--- config.mk ---
export PLATFORM = sky130hd
export DESIGN_NAME = dma_axi_w_flat
export DESIGN_NICKNAME = d
export VERILOG_FILES = /design/src/rtl/dma_axi_w_pkg.sv /design/src/rtl/dma_axi_w_if.sv /design/src/rtl/dma_axi_w.sv /design/src/flat_wrapper.sv
export SDC_FILE = /design/constraint.sdc
export NUM_CORES = 1
export LEC_CHECK = 0
export CAP_MARGIN = 20
export CORE_MARGIN = 3
export CORE_UTILIZATION = 32
export CTS_CLUSTER_DIAMETER = 50
export CTS_CLUSTER_SIZE = 12
export DETAILED_ROUTE_END_ITERATION = 10
export GPL_TIMING_DRIVEN = 0
export PLACE_DENSITY = 0.76
export RECOVER_POWER = 100
export SETUP_SLACK_MARGIN = 0.05
export SYNTH_ARGS = -nofsm -noshare
export SYNTH_HDL_FRONTEND = slang
export SYNTH_SLANG_ARGS = --single-unit
--- constraint.sdc ---
create_clock -name clk -period 1.6 [get_ports clk]
set_clock_uncertainty 0.2 [all_clocks]
set_input_delay 0.24 -clock clk [delete_from_list [all_inputs] [get_ports clk]]
set_output_delay 0.24 -clock clk [all_outputs]
set_load 0.01 [all_outputs]
--- src/rtl/dma_axi_w_pkg.sv ---
// Shared AXI-4 widths, constants and FSM state type for the DMA write engine.
package dma_axi_w_pkg;

   localparam int unsigned AXI_ADDR_W  = 32;
   localparam int unsigned AXI_LEN_W   = 8;
   localparam int unsigned AXI_ID_W    = 1;
   localparam int unsigned AXI_SIZE_W  = 3;
   localparam int unsigned AXI_BURST_W = 2;
   localparam int unsigned AXI_LOCK_W  = 1;
   localparam int unsigned AXI_CACHE_W = 4;
   localparam int unsigned AXI_PROT_W  = 3;
   localparam int unsigned AXI_QOS_W   = 4;
   localparam int unsigned AXI_RESP_W  = 2;

   localparam logic [AXI_BURST_W-1:0] AXI_BURST_INCR = 2'b01;
   localparam logic [AXI_CACHE_W-1:0] AXI_CACHE_MOD  = 4'b0010;
   localparam logic [AXI_PROT_W-1:0]  AXI_PROT_NSEC  = 3'b010;
   localparam logic [AXI_RESP_W-1:0]  AXI_RESP_OKAY  = 2'b00;

   typedef enum logic [1:0] {
      ST_IDLE,
      ST_DATA,
      ST_RESP
   } wr_state_t;

   function automatic logic resp_is_okay(input logic [AXI_RESP_W-1:0] resp);
      return resp == AXI_RESP_OKAY;
   endfunction

endpackage

--- src/rtl/dma_axi_w_if.sv ---
// Native write request plus AXI-4 write channels of the DMA write engine.
interface dma_axi_w_if
   import dma_axi_w_pkg::*;
#(
   parameter int unsigned ADDR_W     = AXI_ADDR_W,
   parameter int unsigned DMA_DATA_W = 32
);
   // native side
   logic [AXI_LEN_W-1:0]      dma_len;
   logic                      dma_ready;
   logic                      error;
   logic                      valid;
   logic [ADDR_W-1:0]         addr;
   logic [DMA_DATA_W-1:0]     wdata;
   logic [DMA_DATA_W/8-1:0]   wstrb;
   logic                      ready;
   // AXI AW
   logic [AXI_ID_W-1:0]       m_axi_awid;
   logic [ADDR_W-1:0]         m_axi_awaddr;
   logic [AXI_LEN_W-1:0]      m_axi_awlen;
   logic [AXI_SIZE_W-1:0]     m_axi_awsize;
   logic [AXI_BURST_W-1:0]    m_axi_awburst;
   logic [AXI_LOCK_W-1:0]     m_axi_awlock;
   logic [AXI_CACHE_W-1:0]    m_axi_awcache;
   logic [AXI_PROT_W-1:0]     m_axi_awprot;
   logic [AXI_QOS_W-1:0]      m_axi_awqos;
   logic                      m_axi_awvalid;
   logic                      m_axi_awready;
   // AXI W
   logic [DMA_DATA_W-1:0]     m_axi_wdata;
   logic [DMA_DATA_W/8-1:0]   m_axi_wstrb;
   logic                      m_axi_wlast;
   logic                      m_axi_wvalid;
   logic                      m_axi_wready;
   // AXI B
   logic [AXI_ID_W-1:0]       m_axi_bid;
   logic [AXI_RESP_W-1:0]     m_axi_bresp;
   logic                      m_axi_bvalid;
   logic                      m_axi_bready;

   // write engine side
   modport master (
      input  dma_len, valid, addr, wdata, wstrb,
      output dma_ready, error, ready,
      output m_axi_awid, m_axi_awaddr, m_axi_awlen, m_axi_awsize, m_axi_awburst,
             m_axi_awlock, m_axi_awcache, m_axi_awprot, m_axi_awqos, m_axi_awvalid,
      input  m_axi_awready,
      output m_axi_wdata, m_axi_wstrb, m_axi_wlast, m_axi_wvalid,
      input  m_axi_wready,
      input  m_axi_bid, m_axi_bresp, m_axi_bvalid,
      output m_axi_bready
   );

   // requester + interconnect side
   modport slave (
      output dma_len, valid, addr, wdata, wstrb,
      input  dma_ready, error, ready,
      input  m_axi_awid, m_axi_awaddr, m_axi_awlen, m_axi_awsize, m_axi_awburst,
             m_axi_awlock, m_axi_awcache, m_axi_awprot, m_axi_awqos, m_axi_awvalid,
      output m_axi_awready,
      input  m_axi_wdata, m_axi_wstrb, m_axi_wlast, m_axi_wvalid,
      output m_axi_wready,
      output m_axi_bid, m_axi_bresp, m_axi_bvalid,
      input  m_axi_bready
   );

endinterface

--- src/rtl/dma_axi_w.sv ---
// DMA write engine: one INCR burst of dma_len+1 beats per native request,
// W data passed straight through, B response folded into the error flag.
module dma_axi_w
   import dma_axi_w_pkg::*;
#(
   parameter int unsigned ADDR_W     = AXI_ADDR_W,
   parameter int unsigned DMA_DATA_W = 32
) (
   input logic         clk,
   input logic         rst,
   dma_axi_w_if.master bus
);

   wr_state_t             state_q, state_d;
   logic [AXI_LEN_W-1:0]  cnt_q, cnt_d;
   logic [AXI_LEN_W-1:0]  len_q, len_d;
   logic [ADDR_W-1:0]     addr_q, addr_d;
   logic                  awvalid_q, awvalid_d;
   logic                  aw_done_q, aw_done_d;
   logic                  error_q, error_d;
   logic                  dma_ready_q, dma_ready_d;

   logic                  ready_c, wvalid_c, wlast_c, bready_c;
   logic                  unused_bid;

   assign unused_bid = ^bus.m_axi_bid;

   // State and datapath registers, cleared asynchronously by rst.
   always_ff @(posedge clk or posedge rst) begin
      if (rst) begin
         state_q     <= ST_IDLE;
         cnt_q       <= '0;
         len_q       <= '0;
         addr_q      <= '0;
         awvalid_q   <= 1'b0;
         aw_done_q   <= 1'b0;
         error_q     <= 1'b0;
         dma_ready_q <= 1'b1;
      end else begin
         state_q     <= state_d;
         cnt_q       <= cnt_d;
         len_q       <= len_d;
         addr_q      <= addr_d;
         awvalid_q   <= awvalid_d;
         aw_done_q   <= aw_done_d;
         error_q     <= error_d;
         dma_ready_q <= dma_ready_d;
      end
   end

   // Next-state logic and combinational handshake outputs.
   always_comb begin
      state_d     = state_q;
      cnt_d       = cnt_q;
      len_d       = len_q;
      addr_d      = addr_q;
      awvalid_d   = awvalid_q;
      aw_done_d   = aw_done_q;
      error_d     = error_q;
      dma_ready_d = dma_ready_q;
      ready_c     = 1'b0;
      wvalid_c    = 1'b0;
      wlast_c     = 1'b0;
      bready_c    = 1'b0;

      // AW runs independently of the W/B sequencing.
      if (awvalid_q && bus.m_axi_awready) begin
         awvalid_d = 1'b0;
         aw_done_d = 1'b1;
      end

      unique case (state_q)
         ST_IDLE: begin
            cnt_d  = '0;
            addr_d = bus.addr;
            len_d  = bus.dma_len;
            if (bus.valid) begin
               state_d     = ST_DATA;
               awvalid_d   = 1'b1;
               dma_ready_d = 1'b0;
            end
         end
         ST_DATA: begin
            wvalid_c = bus.valid;
            ready_c  = bus.m_axi_wready;
            wlast_c  = (cnt_q == len_q);
            if (bus.valid && bus.m_axi_wready) begin
               // compare-before-increment lets len=255 run 256 beats
               cnt_d = cnt_q + AXI_LEN_W'(1);
               if (cnt_q == len_q) begin
                  state_d = ST_RESP;
               end
            end
         end
         ST_RESP: begin
            bready_c = aw_done_q;
            if (bus.m_axi_bvalid && aw_done_q) begin
               error_d     = !resp_is_okay(bus.m_axi_bresp);
               state_d     = ST_IDLE;
               dma_ready_d = 1'b1;
               aw_done_d   = 1'b0;
            end
         end
         default: state_d = ST_IDLE;
      endcase
   end

   assign bus.dma_ready     = dma_ready_q;
   assign bus.error         = error_q;
   assign bus.ready         = ready_c;

   assign bus.m_axi_awid    = '0;
   assign bus.m_axi_awaddr  = addr_q;
   assign bus.m_axi_awlen   = len_q;
   assign bus.m_axi_awsize  = AXI_SIZE_W'($clog2(DMA_DATA_W/8));
   assign bus.m_axi_awburst = AXI_BURST_INCR;
   assign bus.m_axi_awlock  = '0;
   assign bus.m_axi_awcache = AXI_CACHE_MOD;
   assign bus.m_axi_awprot  = AXI_PROT_NSEC;
   assign bus.m_axi_awqos   = '0;
   assign bus.m_axi_awvalid = awvalid_q;

   assign bus.m_axi_wdata   = bus.wdata;
   assign bus.m_axi_wstrb   = bus.wstrb;
   assign bus.m_axi_wlast   = wlast_c;
   assign bus.m_axi_wvalid  = wvalid_c;

   assign bus.m_axi_bready  = bready_c;

endmodule

--- src/flat_wrapper.sv ---
// flat-port wrapper written by rule: the top's interface ports become plain ports
module dma_axi_w_flat import dma_axi_w_pkg::*;
#(
   parameter int unsigned ADDR_W     = AXI_ADDR_W,
   parameter int unsigned DMA_DATA_W = 32
)
  (clk, rst, bus_dma_len, bus_valid, bus_addr, bus_wdata, bus_wstrb, bus_dma_ready, bus_error, bus_ready, bus_m_axi_awid, bus_m_axi_awaddr, bus_m_axi_awlen, bus_m_axi_awsize, bus_m_axi_awburst, bus_m_axi_awlock, bus_m_axi_awcache, bus_m_axi_awprot, bus_m_axi_awqos, bus_m_axi_awvalid, bus_m_axi_awready, bus_m_axi_wdata, bus_m_axi_wstrb, bus_m_axi_wlast, bus_m_axi_wvalid, bus_m_axi_wready, bus_m_axi_bid, bus_m_axi_bresp, bus_m_axi_bvalid, bus_m_axi_bready);
  dma_axi_w_if #(.ADDR_W(ADDR_W), .DMA_DATA_W(DMA_DATA_W)) bus_i ();
  input logic clk;
  input logic rst;
  input wire logic [$bits(bus_i.dma_len)-1:0] bus_dma_len;
  input wire logic [$bits(bus_i.valid)-1:0] bus_valid;
  input wire logic [$bits(bus_i.addr)-1:0] bus_addr;
  input wire logic [$bits(bus_i.wdata)-1:0] bus_wdata;
  input wire logic [$bits(bus_i.wstrb)-1:0] bus_wstrb;
  output wire logic [$bits(bus_i.dma_ready)-1:0] bus_dma_ready;
  output wire logic [$bits(bus_i.error)-1:0] bus_error;
  output wire logic [$bits(bus_i.ready)-1:0] bus_ready;
  output wire logic [$bits(bus_i.m_axi_awid)-1:0] bus_m_axi_awid;
  output wire logic [$bits(bus_i.m_axi_awaddr)-1:0] bus_m_axi_awaddr;
  output wire logic [$bits(bus_i.m_axi_awlen)-1:0] bus_m_axi_awlen;
  output wire logic [$bits(bus_i.m_axi_awsize)-1:0] bus_m_axi_awsize;
  output wire logic [$bits(bus_i.m_axi_awburst)-1:0] bus_m_axi_awburst;
  output wire logic [$bits(bus_i.m_axi_awlock)-1:0] bus_m_axi_awlock;
  output wire logic [$bits(bus_i.m_axi_awcache)-1:0] bus_m_axi_awcache;
  output wire logic [$bits(bus_i.m_axi_awprot)-1:0] bus_m_axi_awprot;
  output wire logic [$bits(bus_i.m_axi_awqos)-1:0] bus_m_axi_awqos;
  output wire logic [$bits(bus_i.m_axi_awvalid)-1:0] bus_m_axi_awvalid;
  input wire logic [$bits(bus_i.m_axi_awready)-1:0] bus_m_axi_awready;
  output wire logic [$bits(bus_i.m_axi_wdata)-1:0] bus_m_axi_wdata;
  output wire logic [$bits(bus_i.m_axi_wstrb)-1:0] bus_m_axi_wstrb;
  output wire logic [$bits(bus_i.m_axi_wlast)-1:0] bus_m_axi_wlast;
  output wire logic [$bits(bus_i.m_axi_wvalid)-1:0] bus_m_axi_wvalid;
  input wire logic [$bits(bus_i.m_axi_wready)-1:0] bus_m_axi_wready;
  input wire logic [$bits(bus_i.m_axi_bid)-1:0] bus_m_axi_bid;
  input wire logic [$bits(bus_i.m_axi_bresp)-1:0] bus_m_axi_bresp;
  input wire logic [$bits(bus_i.m_axi_bvalid)-1:0] bus_m_axi_bvalid;
  output wire logic [$bits(bus_i.m_axi_bready)-1:0] bus_m_axi_bready;
  assign bus_i.dma_len = bus_dma_len;
  assign bus_i.valid = bus_valid;
  assign bus_i.addr = bus_addr;
  assign bus_i.wdata = bus_wdata;
  assign bus_i.wstrb = bus_wstrb;
  assign bus_dma_ready = bus_i.dma_ready;
  assign bus_error = bus_i.error;
  assign bus_ready = bus_i.ready;
  assign bus_m_axi_awid = bus_i.m_axi_awid;
  assign bus_m_axi_awaddr = bus_i.m_axi_awaddr;
  assign bus_m_axi_awlen = bus_i.m_axi_awlen;
  assign bus_m_axi_awsize = bus_i.m_axi_awsize;
  assign bus_m_axi_awburst = bus_i.m_axi_awburst;
  assign bus_m_axi_awlock = bus_i.m_axi_awlock;
  assign bus_m_axi_awcache = bus_i.m_axi_awcache;
  assign bus_m_axi_awprot = bus_i.m_axi_awprot;
  assign bus_m_axi_awqos = bus_i.m_axi_awqos;
  assign bus_m_axi_awvalid = bus_i.m_axi_awvalid;
  assign bus_i.m_axi_awready = bus_m_axi_awready;
  assign bus_m_axi_wdata = bus_i.m_axi_wdata;
  assign bus_m_axi_wstrb = bus_i.m_axi_wstrb;
  assign bus_m_axi_wlast = bus_i.m_axi_wlast;
  assign bus_m_axi_wvalid = bus_i.m_axi_wvalid;
  assign bus_i.m_axi_wready = bus_m_axi_wready;
  assign bus_i.m_axi_bid = bus_m_axi_bid;
  assign bus_i.m_axi_bresp = bus_m_axi_bresp;
  assign bus_i.m_axi_bvalid = bus_m_axi_bvalid;
  assign bus_m_axi_bready = bus_i.m_axi_bready;
  dma_axi_w #(.ADDR_W(ADDR_W), .DMA_DATA_W(DMA_DATA_W)) u_core (.clk(clk), .rst(rst), .bus(bus_i));
endmodule
; Word-level counts from Yosys, hierarchy flattened
; Cells that the tools add are included.
; W data, S select, Z words.
[totals]
in_bits = 85
elab_cells = 48
ff_bits = 54
out_inout_bits = 101
[op_classes]
muxes = 20
reduce_logical = 12
n_eq_ne = 7
n_addsub = 1
[ops]
columns = operator, count
row1 = $pmux W8 S2, 1
row2 = $mux W1, 12
row3 = $add A8 B1 Y8 const B, 1
row4 = $eq A8 B8 Y1, 1
row5 = $mux W2, 4
row6 = $mux W8, 1
row7 = $ne A2 B1 Y1 const B, 3
row8 = $pmux W2 S3, 1
row9 = $logic_not A2 Y1, 2
row10 = $reduce_and A2 Y1, 2
row11 = $reduce_and A4 Y1, 1
row12 = $reduce_bool A2 Y1, 2
row13 = $logic_and A1 B1 Y1, 3
row14 = $reduce_and A3 Y1, 1
row15 = $eq A2 B1 Y1 const B, 1
row16 = $eq A2 B2 Y1 const B, 1
row17 = $ne A2 B2 Y1 const B, 1
row18 = $pmux W1 S2, 1
row19 = $logic_not A1 Y1, 1

; Depth between registers and ports, before layout
[logic_depth]
ltp_word = 4
ltp_mapped = 5
mapped_depth_nobuf = 4

; Worst setup path after synthesis
; No wires, ideal clock.
[synth_timing]
path_kind = register to register
from = register u_core.state_q[1]
to = register u_core.addr_q[25] (netlist: u_core.bus.m_axi_awaddr[25])
path_stages_with_launch = 5
slack_ps = 82
required_time_ps = 1275
synth_period_minus_slack_ps = 1518
setup_ps = 125
arrival_ps = 1193
path_cell_list = dfrtp_1 buf_6 nor2_2 buf_4 mux2_2
[synth_between]
elab_chain_cells = 1
[synth_lines]
columns = item, line
row1 = from (decl), dma_axi_w.sv:14  ; wr_state_t state_q, state_d;
row2 = from (signal assigned), dma_axi_w.sv:40  ; state_q <= state_d;
row3 = $logic_not A2 Y1, dma_axi_w.sv:72  ; unique case (state_q)
row4 = to (signal assigned), dma_axi_w.sv:43  ; addr_q <= addr_d;
row5 = to (decl), dma_axi_w.sv:17  ; logic [ADDR_W-1:0] addr_q, addr_d;
; No other way between the ends.
; A chain may end at the register's enable or synchronous reset.

; Final worst setup path
[layout_timing]
from = register u_core.cnt_q[3]
to = output bus_m_axi_wlast
[layout_between]
elab_chain_cells = 2
[layout_lines]
columns = item, line
row1 = from (decl), dma_axi_w.sv:15  ; logic [AXI_LEN_W-1:0] cnt_q, cnt_d;
row2 = from (signal assigned), dma_axi_w.sv:41  ; cnt_q <= cnt_d;
row3 = $eq A8 B8 Y1, dma_axi_w.sv:86  ; wlast_c = (cnt_q == len_q);
row4 = $mux W1, dma_axi_w.sv:72
row5 = to (decl), flat_wrapper.sv:32  ; output wire logic [$bits(bus_i.m_axi_wlast)-1:0] bus_m_axi_wlast;
; No other way between the ends.

==> impl_metrics.toml <==
[outcome]
outcome = "finished, violations left"
violations = "negative setup slack"

[clocking]
cts_root_buf = "clkbuf_8"
cts.htree.levels = 2
cts-hold-fix-buffers = 0
cts.sinks = 54
cts_buffers = 5
cts_buffer_depth = 2
insertion_delay_ns = 0.31
clkSlewWorstSetupHoldPaths_ns = 0.10
cts_tree = "yes"

[synthesis]
synth_largest_area_cell = "dfrtp_1"
postSynth.asyncResetShare_pct = 100
synth_area_leaders = "dfrtp_1 (48%), buf_4 (16%), mux2_2 (13%)"
ys_seq_area_share_pct = 48.9
yosys.area.top_type_share_pct = 48.0
synth.most_common_cell = "buf_4"
synthCells = 232
yosysWarnings = 0
synthesis.area_um2 = 2760
synth_cell_types = 38
ys_seq_elements = 54
synth-edff-count = 0
synth_area_per_cell_um2 = 11.9
synth-main-ff-cell = "dfrtp_1"
synth_common_cells = "buf_4 (59), dfrtp_1 (53), mux2_2 (33)"

[power]
pwr-share-seq_pct = 34.9
peakVddDrop_mv = 0.722
power.switching_fraction_pct = 32.2
p_comb_share_pct = 51.4
p_per_area_nw_per_um2 = 1350
p_sw_mw = 2.18
p_leak_nw = 2.39
p_int_mw = 4.60
p_clk_share_pct = 13.7

[worst_hold_path]
worstHoldEndpoint = "u_core.state_q[1]$_DFFE_PP0P_"
min_from = "bus_m_axi_wready"
hold_class = "primary input to flip-flop"
min_path_cells = 3

[floorplan]
chipWidth_um = 98.9
placementRows = 33
start_util_pct = 33.3
core_um2 = 8300
die_h_um = 98.9
io_pins = 186
dieArea_um2 = 9790

[critical_path]
cp_top_family = "flip-flops"
cp.required_ns = 1.16
reg2reg_slack_ns = -0.22
crit_buf_inv = 1
slowest_stage = "dfrtp_2"
reg2reg_to = "u_core.bus.m_axi_awaddr[8]$_DFFE_PP0P_"
crit_fanout = 7
slowest_delay_ns = 0.48
path_cells = "xnor2_1 -> nand4_1 -> nor3_2 -> buf_2"
start_kind = "flip-flop"
crit_type = "flip-flop to output port"
endpoint_kind = "output port"
r2r_start = "u_core.state_q[1]$_DFFE_PP0P_"
worstPathArrival_ns = 1.51
reg2regPathDepth = 7

[final_layout]
areaGrowthSynthToFinish_pct = 82.0
final_core_util_pct = 60.6
nets = 508
layout.cells.non_filler = 528
drive_above_1_share_pct = 41.8
diodes = 0

[global_route]
antenna_found_initial = 0
grt_pass1_wl_um = 12700
grt_pass1_vias = 2528
grt_use_total_pct = 15.8
overflow = 0
grt_max_degree = 35

[drt]
via_count = 2379
postRouteAntennaNets = 0
wl_um = 8070
wl_per_cell_um = 15.3
routed_via_density = 4.51
drc_errors = 0
drtIter0Drc = 72
first_pass_iters = 4

[job]
cap_violations = 0

[sta]
relSlewSlack_pct = 37.5
fin_crit_ns = 1.95
hold_viol_final = 0
fin_ws_ns = -0.346
fin_crit_sh_pct = 122
grt_setup_unrepaired = "true"
setup_viol = 47
worst_slew_pin_slew_ns = 0.932
drv_slew = 0
max_clock_freq_mhz = 514
setup_tns_ns = -6.09

[placed_design]
portBuffers = 130
dp.cells = 484
dp.final_hpwl_um = 5420
routabilityCongestion = 0.821
place_ws_ns = -0.486
[flip-flops by register name (all words and copies together) (netlist names)]
| name | count |
|---|---|
| u_core.bus.m_axi_awvalid | 1 |
| u_core.state_q | 2 |
| u_core.bus.error | 1 |
| u_core.cnt_q | 8 |
| u_core.aw_done_q | 1 |
| u_core.bus.m_axi_awaddr | 32 |
| u_core.bus.dma_ready | 1 |
| u_core.bus.m_axi_awlen | 8 |
[layer usage]
metal / wire length [um] / GRT usage (%) / part of all wire (%)
met4: 132 / 4.73 / 1.6
met3: 894 / 5.24 / 11
met1: 3020 / 18.3 / 37
met2: 4020 / 27.7 / 50
met5: 0 / 0 / 0
[worst max path at each step]
stage / start / end / slack [ns] / cells past startpoint
floorplan: u_core.state_q[1]$_DFFE_PP0P_ / u_core.bus.m_axi_awaddr[25]$_DFFE_PP0P_ / 0.08 / 4
finish: u_core.cnt_q[3]$_DFFE_PP0P_ / bus_m_axi_wlast / -0.35 / 4
global route: u_core.cnt_q[3]$_DFFE_PP0P_ / bus_m_axi_wlast / -0.45 / 4
detailed placement: u_core.cnt_q[2]$_DFFE_PP0P_ / bus_m_axi_wlast / -0.49 / 5
CTS: u_core.cnt_q[2]$_DFFE_PP0P_ / bus_m_axi_wlast / -0.30 / 5
global placement: u_core.cnt_q[2]$_DFFE_PP0P_ / bus_m_axi_wlast / -0.48 / 5
[power by group through the flow]
stage          logic, mW  clock network [mW]  registers, mW
2_1_floorplan       1.14                   0           2.58
3_3_place_gp        2.76                   0           2.37
3_5_place_dp        2.82                   0           2.41
4_1_cts             3.42               0.962           2.39
5_1_grt             3.74                1.01           2.46
6_report            3.48               0.930           2.37
[logic make-up after synthesis]
logic type,after synthesis,share of synthesized area [%]
buf+inv,66,17.6
flops,54,48.9
mux,45,18.2
simple gates,40,8.33
compound gates,16,3.76
xor+xnor,8,2.54
other cells,2,0.272
fa+ha+maj,1,0.453
[worst min-delay path: stages]
cell,delay (ns)
dlymetal6s2s_1,0.26
nand3_4,0.15
o31ai_4,0.06
[placed cells by master (no fill, tap or decap), drive strengths merged, types with 2 or more instances in the layout]
cell             n
and2             2
buf            100
clkbuf          13
clkdlybuf4s50   44
conb            18
dfrtp           53
dlygate4sd2     41
dlygate4sd3     37
inv              3
mux2            41
mux2i            4
nand2            8
nand3            6
nand4            3
nor2             6
nor3             3
o211ai           2
o21ai            8
or2              3
or4              2
xnor2            8
[layout make-up]
type                    instances  area [um^2]
fillers                       693         3270
clock inverters                 1         30.0
multi-input cells             128         1260
repair buffers                168         1660
flip-flops and latches         54         1360
inverters                       4         16.3
clock buffers                   7         76.3
well taps                     105          131
plain buffers                  61          495
[stage by stage]
stage / area [um^2] / hold WS (ns) / total power [mW]
2_1_floorplan: 2830 / 0.107 / 3.71
3_3_place_gp: 4260 / 0.271 / 5.13
3_5_place_dp: 4280 / 0.278 / 5.23
4_1_cts: 4980 / 0.106 / 6.77
5_1_grt: 5030 / 0.230 / 7.21
6_report: 5030 / 0.224 / 6.78
[what timing repair did]
| item | in CTS | in global routing |
|---|---|---|
| gates resized for setup | 149 | 23 |
| pin swaps | 10 | 9 |
| endpoints found under the setup margin | 91 | 60 |
| gates cloned | 4 | 0 |
| endpoints found under the hold margin | 0 | 0 |
| buffers inserted | 26 | 13 |
Power figures use the tool's default switching activity.
